--- config.mk ---
export PLATFORM = sky130hd
export DESIGN_NAME = alarm_buzz_sequencer
export DESIGN_NICKNAME = d
export VERILOG_FILES = /design/src/rtl/alarm_buzz_sequencer.sv
export SDC_FILE = /design/constraint.sdc
export NUM_CORES = 1
export LEC_CHECK = 0
export ABC_AREA = 1
export BUFFER_PORTS_ARGS = -buffer_cell sky130_fd_sc_hd__buf_4
export CAP_MARGIN = 15
export CORE_MARGIN = 8
export CORE_UTILIZATION = 45
export CTS_CLUSTER_DIAMETER = 150
export DETAILED_ROUTE_END_ITERATION = 12
export GPL_TIMING_DRIVEN = 0
export PLACE_DENSITY_LB_ADDON = 0.08
export SETUP_SLACK_MARGIN = 0.2
export SLEW_MARGIN = 20
export SYNTH_ARGS = -nofsm -noshare
export SYNTH_HDL_FRONTEND = slang
export SYNTH_SLANG_ARGS = --single-unit
--- constraint.sdc ---
create_clock -name clk -period 5.9 [get_ports clk]
set_input_delay 0.885 -clock clk [delete_from_list [all_inputs] [get_ports clk]]
set_output_delay 0.885 -clock clk [all_outputs]
set_load 0.005 [all_outputs]
--- src/rtl/alarm_buzz_sequencer.sv ---
// alarm_buzz_sequencer
// Drives the buzzer_on / no_buzz levels of the tone stage from an alarm
// trigger and snooze/dismiss button requests. Once an alarm event starts it
// produces bursts of short beeps (BEEP/GAP), a longer PAUSE between bursts,
// and repeats until dismissed, snoozed (limited count) or the cumulative
// ringing time expires. All timing uses a tick prescaled from clk.
//
// Ports:
//   clk          system clock
//   rst          asynchronous active-high reset
//   alarm_trig   level from alarm compare; rising edge starts an event
//   snooze_req   debounced request; rising edge = one snooze request
//   dismiss_req  debounced request; rising edge = one dismiss request
//   buzzer_on    high while beeping
//   no_buzz      high when idle or snoozed
//   alarm_active high whenever an alarm event is in progress
//   snoozed      high while snoozed
//   snooze_cnt   snoozes used in the current event
module alarm_buzz_sequencer #(
  parameter int unsigned TICK_DIV        = 100000,
  parameter int unsigned BEEP_MS         = 100,
  parameter int unsigned GAP_MS          = 100,
  parameter int unsigned BEEPS_PER_BURST = 4,
  parameter int unsigned PAUSE_MS        = 600,
  parameter int unsigned SNOOZE_MS       = 300000,
  parameter int unsigned MAX_SNOOZES     = 3,
  parameter int unsigned RING_MS         = 120000
) (
  input  logic       clk,
  input  logic       rst,
  input  logic       alarm_trig,
  input  logic       snooze_req,
  input  logic       dismiss_req,
  output logic       buzzer_on,
  output logic       no_buzz,
  output logic       alarm_active,
  output logic       snoozed,
  output logic [1:0] snooze_cnt
);

  localparam int unsigned MAX_BG    = (BEEP_MS > GAP_MS) ? BEEP_MS : GAP_MS;
  localparam int unsigned MAX_BGP   = (MAX_BG > PAUSE_MS) ? MAX_BG : PAUSE_MS;
  localparam int unsigned PHASE_MAX = (MAX_BGP > SNOOZE_MS) ? MAX_BGP : SNOOZE_MS;

  localparam int unsigned PRW = $clog2(TICK_DIV) + 1;
  localparam int unsigned PHW = $clog2(PHASE_MAX) + 1;
  localparam int unsigned RGW = $clog2(RING_MS) + 1;
  localparam int unsigned BIW = $clog2(BEEPS_PER_BURST) + 1;

  localparam logic [PRW-1:0] PRESC_LAST    = PRW'(TICK_DIV - 1);
  localparam logic [PHW-1:0] BEEP_LAST     = PHW'(BEEP_MS - 1);
  localparam logic [PHW-1:0] GAP_LAST      = PHW'(GAP_MS - 1);
  localparam logic [PHW-1:0] PAUSE_LAST    = PHW'(PAUSE_MS - 1);
  localparam logic [PHW-1:0] SNOOZE_LAST   = PHW'(SNOOZE_MS - 1);
  localparam logic [RGW-1:0] RING_LAST     = RGW'(RING_MS - 1);
  localparam logic [BIW-1:0] BEEP_IDX_LAST = BIW'(BEEPS_PER_BURST - 1);
  localparam logic [1:0]     SNOOZE_LIMIT  = 2'(MAX_SNOOZES);

  typedef enum logic [2:0] {
    S_IDLE,
    S_BEEP,
    S_GAP,
    S_PAUSE,
    S_SNOOZE
  } state_t;

  state_t         state_q, state_d;
  logic [PRW-1:0] presc_q, presc_d;
  logic [PHW-1:0] phase_q, phase_d;
  logic [RGW-1:0] ring_q, ring_d;
  logic [BIW-1:0] beep_idx_q, beep_idx_d;
  logic [1:0]     snooze_cnt_q, snooze_cnt_d;

  logic alarm_trig_q, alarm_trig_d;
  logic snooze_req_q, snooze_req_d;
  logic dismiss_req_q, dismiss_req_d;

  logic buzzer_on_q, buzzer_on_d;
  logic no_buzz_q, no_buzz_d;
  logic alarm_active_q, alarm_active_d;
  logic snoozed_q, snoozed_d;

  logic           trig_rise, snooze_rise, dismiss_rise;
  logic           tick, ringing, timeout, phase_done;
  logic [PHW-1:0] phase_last;

  always_comb begin
    alarm_trig_d  = alarm_trig;
    snooze_req_d  = snooze_req;
    dismiss_req_d = dismiss_req;

    trig_rise    = alarm_trig  & ~alarm_trig_q;
    snooze_rise  = snooze_req  & ~snooze_req_q;
    dismiss_rise = dismiss_req & ~dismiss_req_q;

    tick    = (presc_q == PRESC_LAST);
    ringing = (state_q == S_BEEP) || (state_q == S_GAP) || (state_q == S_PAUSE);
    timeout = ringing && tick && (ring_q == RING_LAST);

    case (state_q)
      S_BEEP:   phase_last = BEEP_LAST;
      S_GAP:    phase_last = GAP_LAST;
      S_PAUSE:  phase_last = PAUSE_LAST;
      S_SNOOZE: phase_last = SNOOZE_LAST;
      default:  phase_last = '0;
    endcase
    phase_done = tick && (phase_q == phase_last);

    state_d      = state_q;
    presc_d      = tick ? '0 : presc_q + 1'b1;
    phase_d      = tick ? phase_q + 1'b1 : phase_q;
    ring_d       = (ringing && tick) ? ring_q + 1'b1 : ring_q;
    beep_idx_d   = beep_idx_q;
    snooze_cnt_d = snooze_cnt_q;

    case (state_q)
      S_IDLE: begin
        presc_d = '0;
        phase_d = '0;
        if (trig_rise) begin
          state_d      = S_BEEP;
          beep_idx_d   = '0;
          ring_d       = '0;
          snooze_cnt_d = '0;
        end
      end
      S_BEEP, S_GAP, S_PAUSE: begin
        if (dismiss_rise || timeout) begin
          state_d = S_IDLE;
        end else if (snooze_rise && (snooze_cnt_q < SNOOZE_LIMIT)) begin
          state_d      = S_SNOOZE;
          snooze_cnt_d = snooze_cnt_q + 1'b1;
          ring_d       = '0;
        end else if (phase_done) begin
          if (state_q == S_BEEP) begin
            if (beep_idx_q == BEEP_IDX_LAST) begin
              state_d    = S_PAUSE;
              beep_idx_d = '0;
            end else begin
              state_d    = S_GAP;
              beep_idx_d = beep_idx_q + 1'b1;
            end
          end else begin
            state_d = S_BEEP;
          end
        end
      end
      S_SNOOZE: begin
        if (dismiss_rise) begin
          state_d = S_IDLE;
        end else if (phase_done) begin
          state_d    = S_BEEP;
          beep_idx_d = '0;
        end
      end
      default: state_d = S_IDLE;
    endcase

    // Restarting the prescaler on every transition keeps each phase an exact
    // multiple of TICK_DIV cycles, including phases entered mid-tick.
    if (state_d != state_q) begin
      presc_d = '0;
      phase_d = '0;
    end

    buzzer_on_d    = (state_d == S_BEEP);
    no_buzz_d      = (state_d == S_IDLE) || (state_d == S_SNOOZE);
    alarm_active_d = (state_d != S_IDLE);
    snoozed_d      = (state_d == S_SNOOZE);
  end

  always_ff @(posedge clk or posedge rst) begin
    if (rst) begin
      state_q        <= S_IDLE;
      presc_q        <= '0;
      phase_q        <= '0;
      ring_q         <= '0;
      beep_idx_q     <= '0;
      snooze_cnt_q   <= '0;
      alarm_trig_q   <= 1'b0;
      snooze_req_q   <= 1'b0;
      dismiss_req_q  <= 1'b0;
      buzzer_on_q    <= 1'b0;
      no_buzz_q      <= 1'b1;
      alarm_active_q <= 1'b0;
      snoozed_q      <= 1'b0;
    end else begin
      state_q        <= state_d;
      presc_q        <= presc_d;
      phase_q        <= phase_d;
      ring_q         <= ring_d;
      beep_idx_q     <= beep_idx_d;
      snooze_cnt_q   <= snooze_cnt_d;
      alarm_trig_q   <= alarm_trig_d;
      snooze_req_q   <= snooze_req_d;
      dismiss_req_q  <= dismiss_req_d;
      buzzer_on_q    <= buzzer_on_d;
      no_buzz_q      <= no_buzz_d;
      alarm_active_q <= alarm_active_d;
      snoozed_q      <= snoozed_d;
    end
  end

  assign buzzer_on    = buzzer_on_q;
  assign no_buzz      = no_buzz_q;
  assign alarm_active = alarm_active_q;
  assign snoozed      = snoozed_q;
  assign snooze_cnt   = snooze_cnt_q;

endmodule

==> impl_metrics.csv, run 1 <==
group,metric,value,unit
drt,via_count,3773,
clock_network,clk_latency,0.35,ns
setup_path,endpoint_kind,"register",
logic_synthesis,syn_area,4279,sq um
die,dieArea,12890,sq um
clock_network,ctsHoldBuffers,0,
logic_synthesis,syn_avg_cell_area,7.253,sq um
drt,antenna_left,0,
drt,wire_per_inst,12.64,microns
setup_path,worstSetupPathType,"reg -> reg",
drt,drc,0,
worst_hold_path,hold_class,"in -> async",
die,rows,35,
grt,grt_max_degree,48,
timing,fin_crit_sh,44.88,%
run,maxCapViolCount,0,
finish,final_layout_size_suffix_gt1_share,13.45,%
die,start_util,46.31,%
power,power.leakage,2.137,nW
power,pwr-share-comb,18.0,%
timing,fmax,377.6,MHz
timing,setup_viol,0,
clock_network,cts_setup_buffers,0,
setup_path,worstPathMaxFanout,10,
clock_network,cts_buffer_depth,2,
logic_synthesis,synth.most_common_cell,"nand2_1",
logic_synthesis,async_flop_share,100.0,%
clock_network,clkTransAtPathRegs,0.08,ns
timing,fin_crit,2.648,ns
logic_synthesis,yosysWarnings,0,
setup_path,cpMostUsedCell,"nand2_1",
grt,grt_pass1_vias,3689,
setup_path,cp-endpoint,"ring_q[6]",
finish,nets,622,
clock_network,cts-buffers-inserted,9,
setup_path,cp.depth,14,
power,p_sw,0.3498,mW
clock_network,htreeDepth,3,
clock_network,clock-sinks,71,
logic_synthesis,synth_edf_count,0,
setup_path,cp-start-kind,"register",
clock_network,root_buffer,"clkbuf_8",
clock_network,cts_tree,"done",
setup_path,crit_family,"simple AND/OR/NAND/NOR gates",
setup_path,crit-reg2reg-capture,"ring_q[6]",
power,power_density,236.0,nW/um^2
setup_path,max_stage_delay,0.37,ns
placement,place_congestion,0.8871,
power,pwr-share-seq,45.7,%
timing,fin_skew,0.007087,ns
finish,syn2layout_area_growth,11.02,%
setup_path,cp_slowest_cell,"dfrtp_1",
setup_path,crit_arrival,2.92,ns
power,internal_power,0.7716,mW
logic_synthesis,ys_seq_area_share,41.55,%
die,die_x,113.5,microns
finish,antenna_cells,0,
setup_path,crit_chain,"ha_1 -> nand2_1 -> inv_2 -> nand2_2 -> nor2_1 -> nand3_1 -> nor2_2 -> nand2_1 -> nand2_1 -> nand2_1 -> nand2_1 -> clkinv_1 -> clkbuf_1 -> nor2_1",
timing,finalMaxSlewViolations,0,
power,swShare,31.19,%
grt,grt_pass1_wl,16930,microns
timing,final_hold_viol_count,0,
timing,maxSlewHeadroom,55.55,%
setup_path,critPathBufInv,3,
grt,antenna_found_initial,0,
power,power_frac_clock,36.3,%
logic_synthesis,synth_fp_nets,600,
setup_path,r2r_slack,3.25,ns
logic_synthesis,synthFlopType,"dfrtp_1",
outcome,status,"complete, no violations",
setup_path,cp.required,6.17,ns
grt,grt_overflow,0,
clock_network,cts-resized-gates,0,
logic_synthesis,ys_ff_latch,71,
power,irDropWorstVdd,0.1121,mV
drt,first_pass_iters,5,
finish,nFillCells,949,
timing,fin_tns_setup,0,ns
logic_synthesis,synth_cells,590,
placement,dp_hpwl,6916,microns
logic_synthesis,yosys-top-cells-count,"nand2_1 (125), nor2_1 (95), inv_1 (77)",
die,coreArea,9240,sq um
drt,vias_per_cell,5.058,
logic_synthesis,synth.largest_area_cell,"dfrtp_1",
die,die_h,113.5,microns
finish,final_area,4751,sq um
die,ioPinCount,11,
grt,track_usage,15.86,%
drt,wl,9429,microns
setup_path,critPathLaunch,"presc_q[1]",
placement,post_dp_cell_area,4546,sq um
placement,portBuffers,10,
timing,worst_pin_slew,0.6606,ns
logic_synthesis,ys_top_cells_by_area,"dfrtp_1 (41%), nand2_1 (11%), nor2_1 (8.3%)",
drt,drt_iter0_drc,177,
logic_synthesis,netlist.area_leader.share,40.94,%
setup_path,reg2reg_from,"presc_q[1]",
logic_synthesis,ys_types,36,
setup_path,rr_worst_depth,14,
timing,rsz0062_at_grt,"no",
==> cell type report <==
class | instances | area (sq um) | area share (%)
multi-input combinational | 423 | 2116 | 44.54
clock inverter | 6 | 67.56 | 1.422
tap | 129 | 161.4 | 3.397
inverter | 85 | 321.6 | 6.768
timing repair buffer | 11 | 102.6 | 2.160
buffer | 11 | 66.31 | 1.396
clock buffer | 10 | 137.6 | 2.897
sequential | 71 | 1778 | 37.42
==> registers in the layout (all words and copies together), names as in the netlist <==
name and count:
dismiss_req_q 1, buzzer_on 1, phase_q 20, alarm_active 1, snooze_cnt 2, no_buzz 1, presc_q 18, alarm_trig_q 1
beep_idx_q 3, ring_q 18, snoozed 1, snooze_req_q 1, state_q 3
==> metrics by stage <==
step	utilization, %	hold slack (ns)	std cells	total power [mW]	worst slack, ns
floorplan	-	0.4570	590	0.6633	3.220
global placement	48.87	0.4775	729	0.7231	2.254
detailed placement	49.19	0.4866	730	0.7293	3.225
CTS	51.42	0.5043	746	1.139	3.207
global route	51.42	0.5189	746	1.182	2.939
finish	51.42	0.4997	746	1.121	3.252
==> worst min path at each step <==
stage          slack [ns]     startpoint  cells past startpoint            end
2_1_floorplan        0.46  beep_idx_q[1]                      2  beep_idx_q[1]
3_3_place_gp         0.48  beep_idx_q[1]                      2  beep_idx_q[1]
3_5_place_dp         0.49  beep_idx_q[2]                      2  beep_idx_q[2]
4_1_cts              0.50            rst                      2      ring_q[9]
5_1_grt              0.52            rst                      2      ring_q[9]
6_report             0.50            rst                      2      ring_q[9]
==> power by group through the flow <==
stage	Combinational (mW)	Sequential (mW)	Clock [mW]
after global routing	0.228	0.515	0.438
after detailed placement	0.206	0.523	0
after floorplan	0.141	0.522	0
after global placement	0.201	0.522	0
final	0.202	0.513	0.407
after CTS	0.207	0.513	0.419
==> worst register-to-register path, delay by kind of cell, from the launching register on <==
family | cells | cell delay, ns
buffers and inverters | 3 | 0.65
adder cells (fa/ha/maj) | 1 | 0.17
flip-flops | 1 | 0.37
AND/OR/NAND/NOR | 10 | 1.39
==> logic make-up (layout without fill, tap and decap cells) <==
group                      after synthesis  in the layout  synth area share, %
adders and majority gates                5              5                1.462
and+or+nand+nor                        352            352                37.75
AOI/OAI and AO/OA                       51             51                7.164
buffers and inverters                   96            123                9.006
xor gates and xnor gates                15             15                3.070
DFF                                     71             71                41.55
==> cell usage in the layout, fill, tap and decap left out, types with 5 or more instances in the layout <==
cell type and count:
nand2_1 125, nor2_1 95, o21ai_0 23, buf_4 10
xor2_1 12, nand2_2 8, a21oi_1 9, dfrtp_1 70
nor3_1 14, clkbuf_1 6, or2_2 6, nor2_2 22
nor2_4 5, ha_1 5, inv_1 76, nand3_1 41
nor4_1 6, a211oi_1 5, a41oi_1 5, inv_2 7
nand4_1 26, clkbuf_8 10
==> layer usage <==
metal	track usage, %	part of all wire [%]	vias up	wire length [microns]
li1	-	-	1942	-
met1	20.89	48	1756	4572
met2	25.96	47	63	4390
met3	2.324	3.6	12	342
met4	5.506	1.3	0	124
met5	0	0	-	0
(Power assumes the default switching activity.)
==> run 2, diff against run 1 <==
clock period = 2.5 ns   (was 5.9 ns; I/O delays follow)
==> impl_metrics.csv, run 2 (synthesized netlist as in run 1, its figures left out) <==
group,metric,value,unit
finish,fin_util,58.52,%
drt,drc,0,
setup_path,worstSetupPathType,"reg -> reg",
setup_path,reg2reg_from,"state_q[0]",
grt,grt_overflow,0,
clock_network,clk_latency,0.35,ns
drt,drt_iter0_drc,230,
finish,syn2layout_area_growth,26.37,%
die,coreArea,9240,sq um
clock_network,clock-sinks,71,
timing,worst_pin_slew,0.6332,ns
timing,setup_viol,0,
grt,grt_pass1_vias,3972,
drt,via_count,4046,
clock_network,htreeDepth,3,
timing,finalMaxSlewViolations,0,
timing,fin_skew,0.008809,ns
placement,place_congestion,0.8871,
clock_network,clkTransAtPathRegs,0.08,ns
setup_path,crit_arrival,2.62,ns
timing,maxSlewHeadroom,57.40,%
finish,final_common_cell,"nand2_1",
drt,first_pass_iters,5,
clock_network,cts_buffer_depth,2,
timing,fmax,426.8,MHz
die,start_util,46.31,%
finish,largest_reg_flops,20,
die,rows,35,
setup_path,endpoint_kind,"register",
setup_path,cp-start-kind,"register",
power,irDropWorstVdd,0.2521,mV
finish,final_cell_mix,"nand2_1 (116), nor2_1 (83), inv_1 (74), dfrtp_1 (65), buf_4 (50)",
placement,post-place-ws,-0.1750,ns
outcome,status,"complete, no violations",
power,power_density,540.8,nW/um^2
finish,antenna_cells,0,
finish,nFillCells,889,
setup_path,cp.required,2.78,ns
timing,final_hold_viol_count,0,
worst_hold_path,hold_class,"in -> reg",
power,power.leakage,2.459,nW
worst_hold_path,min-delay-start,"snooze_req",
clock_network,cts_tree,"done",
drt,antenna_left,0,
die,die_x,113.5,microns
clock_network,cts-buffers-inserted,9,
timing,fin_crit_sh,93.72,%
drt,wire_per_inst,13.30,microns
placement,portBuffers,10,
finish,nets,672,
clock_network,root_buffer,"clkbuf_8",
run,maxCapViolCount,0,
grt,antenna_found_initial,0,
drt,vias_per_cell,5.083,
finish,reg.largest.list,"phase_q (20), presc_q (18), ring_q (18)",
setup_path,worstPathMaxFanout,4,
finish,final_layout_size_suffix_gt1_share,25.94,%
setup_path,critPathLaunch,"state_q[0]",
grt,grt_max_degree,48,
timing,fin_crit,2.343,ns
placement,dp_hpwl,6916,microns
timing,fin_ws,0.1569,ns
grt,track_usage,17.06,%
die,dieArea,12890,sq um
die,ioPinCount,11,
timing,rsz0062_at_grt,"yes",
finish,top_register,"phase_q",
drt,wl,10590,microns
die,die_h,113.5,microns
grt,grt_pass1_wl,18170,microns
[run 2: worst max-delay path, stage by stage, from the launching register on]
cell and delay, ns:
dfrtp_2 0.44, nor2_4 0.16, buf_6 0.13, inv_4 0.04
nand2_4 0.08, buf_4 0.12, nor2_4 0.04, nand2_2 0.08
nand3_2 0.07, nor2_2 0.14, nand2_1 0.07, nand2_1 0.08
nand2_2 0.07, nand2_2 0.09, nand2_1 0.05, nand2_1 0.06
nand2_2 0.07, buf_4 0.15, bufbuf_16 0.26, nor2_1 0.08
[run 2: worst paths after layout]
| path | to | slack (ns) | cells past startpoint |
|---|---|---|---|
| min in group asynchronous | ring_q[9] | 0.55 | 3 |
| worst max-delay path | phase_q[11] | 0.16 | 19 |
| worst max register to register | phase_q[11] | 0.16 | 19 |
| worst min register to register | beep_idx_q[2] | 0.50 | 2 |
| max in group asynchronous | presc_q[10] | 1.40 | 4 |
| worst min-delay path | snooze_req_q | 0.13 | 1 |
[run 2: layer usage]
metal	vias to the layer above	part of all wire (%)	GRT usage, %
met4	0	2.0	7.194
met2	81	47	28.13
met1	1902	47	21.78
met3	19	3.9	2.588
li1	2044	-	-
met5	-	0	0
[run 2: through the flow]
stage | power (mW) | hold WS, ns | std cells | setup TNS, ns | area (sq um)
CTS | 2.880 | 0.1226 | 783 | 0 | 5194
floorplan | 1.566 | 0.4064 | 590 | 0 | 4279
global route | 3.064 | 0.1178 | 796 | -0.8458 | 5408
global placement | 1.707 | 0.4775 | 729 | -47.65 | 4516
detailed placement | 1.721 | 0.3764 | 730 | -5.163 | 4546
finish | 2.924 | 0.1337 | 796 | 0 | 5408
[run 2: area by class of cell]
cell class	instances	area [sq um]	area share [%]
plain buffers	11	97.59	1.805
clock buffers	10	137.6	2.545
clock inverters	6	67.56	1.249
inverters	85	325.3	6.016
multi-input cells	423	2270	41.97
flip-flops and latches	71	1784	32.99
well taps	129	161.4	2.985
repair buffers	61	564.3	10.43
[run 2: repair_timing]
| item | in CTS | in global routing |
|---|---|---|
| buffers inserted | 34 | 12 |
| gates resized for setup | 38 | 36 |
| pin swaps | 6 | 16 |
| cloned | 2 | 1 |
| hold buffers | 1 | 0 |
| endpoints found under the hold margin | 22 | 0 |
| setup endpoints to repair | 56 | 51 |
[run 2: where the power goes]
part | internal (mW) | switching [mW] | leakage [nW]
registers | 1.19 | 0.0218 | 0.967
clock network | 0.493 | 0.470 | 0.0993
logic | 0.339 | 0.410 | 1.39
total | 2.02 | 0.902 | 2.46
